**src/rtl/data_sync_ctrl.sv**
```systemverilog
// Enable-qualified bus synchronizer: the single-bit BUS_ENABLE is synchronized and
// edge-detected, then the quasi-static UNSYNC_BUS is captured once per accepted event.
module data_sync_ctrl #(
  parameter int NUM_STAGES = 2,  // 2..8
  parameter int BUS_WIDTH  = 8,  // 1..64
  parameter int EN_MODE    = 0,  // 0: rising edge is an event, 1: any edge is an event
  parameter int MIN_GAP    = 4   // 1..255 hold-off cycles after each capture
) (
  input  logic                 CLK,
  input  logic                 RST,
  input  logic [BUS_WIDTH-1:0] UNSYNC_BUS,
  input  logic                 BUS_ENABLE,
  input  logic                 CLR_OVR,
  output logic [BUS_WIDTH-1:0] SYNC_BUS,
  output logic                 ENABLE_PULSE,
  output logic                 BUSY,
  output logic                 OVERRUN,
  output logic [7:0]           EVENT_CNT,
  output logic [0:0]           DBG_STATE
);

  localparam logic [0:0] ST_IDLE  = 1'b0;
  localparam logic [0:0] ST_HOLD  = 1'b1;
  localparam logic [7:0] GAP_LOAD = 8'(MIN_GAP - 1);

  logic [NUM_STAGES-1:0] en_chain;
  logic                  en_s;
  logic                  en_q;
  logic                  evt;
  logic                  evt_r;
  logic [0:0]            state;
  logic [0:0]            state_nxt;
  logic [7:0]            gap_cnt;
  logic                  accept;
  logic                  drop;

  // Only the qualifier crosses domains; the bus is sampled once it is known stable.
  always_ff @(posedge CLK or negedge RST) begin
    if (!RST) begin
      en_chain <= '0;
      en_q     <= 1'b0;
      evt_r    <= 1'b0;
    end else begin
      en_chain <= {en_chain[NUM_STAGES-2:0], BUS_ENABLE};
      en_q     <= en_s;
      evt_r    <= evt;
    end
  end

  assign en_s = en_chain[NUM_STAGES-1];
  assign evt  = (EN_MODE != 0) ? (en_s ^ en_q) : (en_s & ~en_q);

  always_comb begin
    state_nxt = state;
    case (state)
      ST_IDLE: if (evt_r) state_nxt = ST_HOLD;
      ST_HOLD: if (gap_cnt == 8'd0) state_nxt = ST_IDLE;
      default: state_nxt = ST_IDLE;
    endcase
  end

  assign accept = (state == ST_IDLE) && evt_r;
  assign drop   = (state == ST_HOLD) && evt_r;

  always_ff @(posedge CLK or negedge RST) begin
    if (!RST) begin
      state <= ST_IDLE;
    end else begin
      state <= state_nxt;
    end
  end

  // ENABLE_PULSE is a one-cycle strobe with no back-pressure: SYNC_BUS is valid and
  // new in exactly the cycle ENABLE_PULSE is high, and events seen while BUSY are lost.
  always_ff @(posedge CLK or negedge RST) begin
    if (!RST) begin
      SYNC_BUS     <= '0;
      ENABLE_PULSE <= 1'b0;
      gap_cnt      <= 8'd0;
      EVENT_CNT    <= 8'd0;
    end else begin
      ENABLE_PULSE <= accept;
      if (accept) begin
        SYNC_BUS  <= UNSYNC_BUS;
        gap_cnt   <= GAP_LOAD;
        EVENT_CNT <= EVENT_CNT + 8'd1;
      end else if ((state == ST_HOLD) && (gap_cnt != 8'd0)) begin
        gap_cnt <= gap_cnt - 8'd1;
      end
    end
  end

  // A dropped event outranks a simultaneous clear so no overrun goes unreported.
  always_ff @(posedge CLK or negedge RST) begin
    if (!RST) begin
      OVERRUN <= 1'b0;
    end else if (drop) begin
      OVERRUN <= 1'b1;
    end else if (CLR_OVR) begin
      OVERRUN <= 1'b0;
    end
  end

  assign BUSY      = (state == ST_HOLD);
  assign DBG_STATE = state;

endmodule
```
**config.mk**
```make
export PLATFORM = sky130hd
export DESIGN_NAME = data_sync_ctrl
export DESIGN_NICKNAME = d
export VERILOG_FILES = /design/src/rtl/data_sync_ctrl.sv
export SDC_FILE = /design/constraint.sdc
export NUM_CORES = 1
export LEC_CHECK = 0
export BUFFER_PORTS_ARGS = -buffer_cell sky130_fd_sc_hd__buf_2
export CORE_AREA = 2 2 47 66
export DETAILED_ROUTE_END_ITERATION = 8
export DIE_AREA = 0 0 49 68
export PLACE_DENSITY = 0.71
export SYNTH_ARGS = -nofsm -noshare
export SYNTH_HDL_FRONTEND = slang
export SYNTH_SLANG_ARGS = --single-unit
```
**constraint.sdc**
```tcl
create_clock -name CLK -period 2.1 [get_ports CLK]
set_input_delay 0.63 -clock CLK [delete_from_list [all_inputs] [get_ports CLK]]
set_output_delay 0.63 -clock CLK [all_outputs]
set_load 0.01 [all_outputs]
```
==> results.txt <==
* CTS clk-pin slew, worst paths: 0.06 ns
* Power spent charging and discharging nets: 0.884 mW
- Startpoint type of the worst setup path: flip-flop
* TritonCTS clock tree: done
* Initial core utilization: 49.3%
- Synthesized net count: 140
- Final TNS setup: 0 ns
- For this design the ratio of total power to cell area is 1410 nW/um^2.
* Final Hold Fails: 0
* Area of the core region: 2790 sq um
* Worst Path Required: 2.26 ns
- Last weighted congestion value of the routability-driven placer: 0.826
- The count of nets left with antenna violations once routing finished came out at 0.
- H-tree depth reported by CTS: 2
* Commonest cells after routing, fill and taps aside: sky130_fd_sc_hd__nand2_1 (34), sky130_fd_sc_hd__dfrtp_1 (31), sky130_fd_sc_hd__buf_2 (31)
- The detailed router placed 1035 vias in this run.
* Final max-slew violation count: 0
* Post-cts repair resize count: 0
- Along the worst path, the maximum fanout reaches 5.
- Maximum clock skew at final layout: 0.00674 ns
- The worst setup path is of the flip-flop to flip-flop kind.
* Leakage power: 0.854 nW
- Of the available clock period, the critical path in the final layout requires 82.3%.
- The area growth from synthesis to layout is 19.5%.
- Worst setup EP type: flip-flop
* # IOs: 32
* Root Driver: sky130_fd_sc_hd__clkbuf_8
- Via/cell ratio: 5.23
- Placement Rows: 23
- Minimum period implied by the final worst setup slack: 1.73 ns
- After the first detailed-routing iteration, the DRC count stood at 14.
- For the pin with the worst max-slew slack, the measured transition is 0.671 ns.
* Post-layout utilization of the core: 58.9%
* Die Outline Area: 3330 sq um
- Fraction of the yosys area taken by sequential cells: 56.4%
* Warnings, synthesis: 0
- The longest clock path from root to sink contains 2 buffers.
- Synthesis inferred 31 register bits.
- Proportion of power drawn by the clock network: 19.2%
- Path category of the worst min-delay check: flip-flop to flip-flop
* Netlist Area Pre-Place: 1380 sq um
- Sum of routed wire length over all layers: 2670 um
* Post-CTS setup repair buffer count: 0
- Per-cell routed wire length: 13.5 um
- CTS Buf Count: 5
- Detailed placement ended at an HPWL of 1870 um.
- Gate power share: 37.0%
- Grt ovf: 0
* Largest net degree at the start of global routing: 32
* IR drop worst, VDD: 796 uV
* Number of distinct library cells after synthesis: 37
- At the worst endpoint, the arrival time is 1.89 ns.
* Cell Int Power: 1.43 mW
- Hold-fix buffers at CTS: 0
- Setup repair after global routing left no endpoint under its margin.
* Synthesized netlist cell count: 125
- Iteration count of the initial detailed-routing pass: 4
- Later-pin clock latency in the skew report: 0.28 ns
- The floorplan step set the die width to 49 um.
- Fraction of power spent switching nets: 38.2%
- Commonest non-fill, non-tap cell in the layout: sky130_fd_sc_hd__nand2_1
- Global-route wire length before repair: 4400 um
- Final nets: 175
- Filler Cells Inserted: 245
- Outcome: finished, final reports clean
- CTS saw 31 sinks.
- Share of final-layout standard cells stronger than drive strength 1: 29.2%
- Final antenna diode count: 0
- Sequential cells burn 43.8% of the power.
- The number of antenna violations at the first check in global routing was 0.
- The number of global-route vias before repair was 987.
- Measured along the y axis, the die boundary spans 68 um.
* Max_slew headroom: 55.2%
- Max Clock Freq: 579 MHz
* Total Routing Usage GR: 18.2%
- Port buffering added 31 buffers.
* Max Cap Viol: 0
- Each instance of the synthesized netlist takes up on average 11.0 sq um.
- Detailed-route DRC error count: 0
- Final setup vio count: 0
-- metrics by stage --
stage	setup slack [ns]	instance area [sq um]	std cells	power (mW)	hold slack [ns]
after floorplan	0.612	1380	125	1.59	0.331
after global placement	0.512	1560	190	1.82	0.339
after CTS	0.397	1650	198	2.33	0.359
final	0.372	1650	198	2.32	0.357
after global routing	0.252	1650	198	2.49	0.377
after detailed placement	0.397	1560	190	1.88	0.336
-- cell type report --
class                           count  area [sq um]  area share [%]
Timing Repair Buffer               32           163            9.89
Clock inverter                      1          5.00           0.304
Clock buffer                        7          76.3            4.64
Multi-Input combinational cell     85           561            34.1
Sequential cell                    31           776            47.1
Tap cell                           37          46.3            2.81
Inverter                            5          18.8            1.14
-- cell families (layout without fill, tap and decap cells) --
logic type / Yosys count / count (layout) / synth area share [%]
xor+xnor: 7 / 7 / 4.45
mux: 1 / 1 / 0.727
buf+inv: 9 / 45 / 2.91
simple gates: 58 / 58 / 21.6
compound gates: 16 / 16 / 11.2
flops: 31 / 31 / 56.4
fa+ha+maj: 3 / 3 / 2.73
-- layer usage --
| layer | track usage (%) | part of all wire [%] |
|---|---|---|
| met1 | 20.1 | 42 |
| met2 | 30.0 | 49 |
| met3 | 5.46 | 4.7 |
| met4 | 13.9 | 3.6 |
| met5 | 0 | 0 |
-- worst max-delay path: stages (launching register included) --
cell                       delay (ns)
sky130_fd_sc_hd__dfrtp_1         0.43
sky130_fd_sc_hd__inv_1           0.13
sky130_fd_sc_hd__ha_1            0.21
sky130_fd_sc_hd__nor4b_2         0.39
sky130_fd_sc_hd__and2_1          0.31
sky130_fd_sc_hd__o311ai_1        0.13
-- power groups by stage --
stage | combinational [mW] | sequential (mW) | clock (mW)
2_1_floorplan | 0.566 | 1.03 | 0
3_3_place_gp | 0.816 | 1.00 | 0
3_5_place_dp | 0.866 | 1.01 | 0
4_1_cts | 0.864 | 1.01 | 0.460
5_1_grt | 0.956 | 1.04 | 0.490
6_report | 0.858 | 1.01 | 0.444
-- sequential cells by signal, indices dropped and copies added (netlist names) --
register / cells
evt_r: 1
en_chain: 2
gap_cnt: 8
OVERRUN: 1
en_q: 1
EVENT_CNT: 8
ENABLE_PULSE: 1
BUSY: 1
SYNC_BUS: 8
-- synth_stat cells, drive strengths merged --
cell / number / area share [%]
nor2: 1 / 0.27
inv: 5 / 1.4
or4b: 1 / 1.0
nor4b: 1 / 1.1
a21oi: 2 / 0.73
xnor2: 6 / 3.8
o41ai: 3 / 3.5
a221oi: 1 / 0.64
o211ai: 2 / 1.8
nand3: 2 / 0.73
o21ai: 2 / 0.73
or2: 2 / 0.91
nand2b: 3 / 1.4
nand3b: 1 / 0.55
buf: 3 / 1.3
and3: 2 / 0.91
nor2b: 3 / 1.4
dfrtp: 31 / 56
ha: 3 / 2.7
and4: 1 / 0.64
mux2i: 1 / 0.73
nand2: 34 / 9.3
o311ai: 2 / 1.3
nand4: 3 / 1.4
nor3: 1 / 0.36
or4: 1 / 0.55
a2bb2oi: 1 / 0.64
a211o: 1 / 0.64
and2: 1 / 0.45
a32oi: 1 / 0.64
xor2: 1 / 0.64
clkbuf: 1 / 0.27
a21o: 1 / 0.55
or3: 1 / 0.82
-- worst paths after layout --
check / endpoint / start / depth (start not counted) / slack, ns
hold / removal: en_chain[1] / en_chain[0] / 0 / 0.36
setup reg to reg: gap_cnt[3] / gap_cnt[0] / 5 / 0.37
max in group asynchronous: en_q / RST / 1 / 1.28
min in group asynchronous: gap_cnt[3] / RST / 1 / 0.38
setup / recovery: gap_cnt[3] / gap_cnt[0] / 5 / 0.37
hold reg to reg: en_chain[1] / en_chain[0] / 0 / 0.36
No activity file was read; power rests on OpenSTA's default activity.
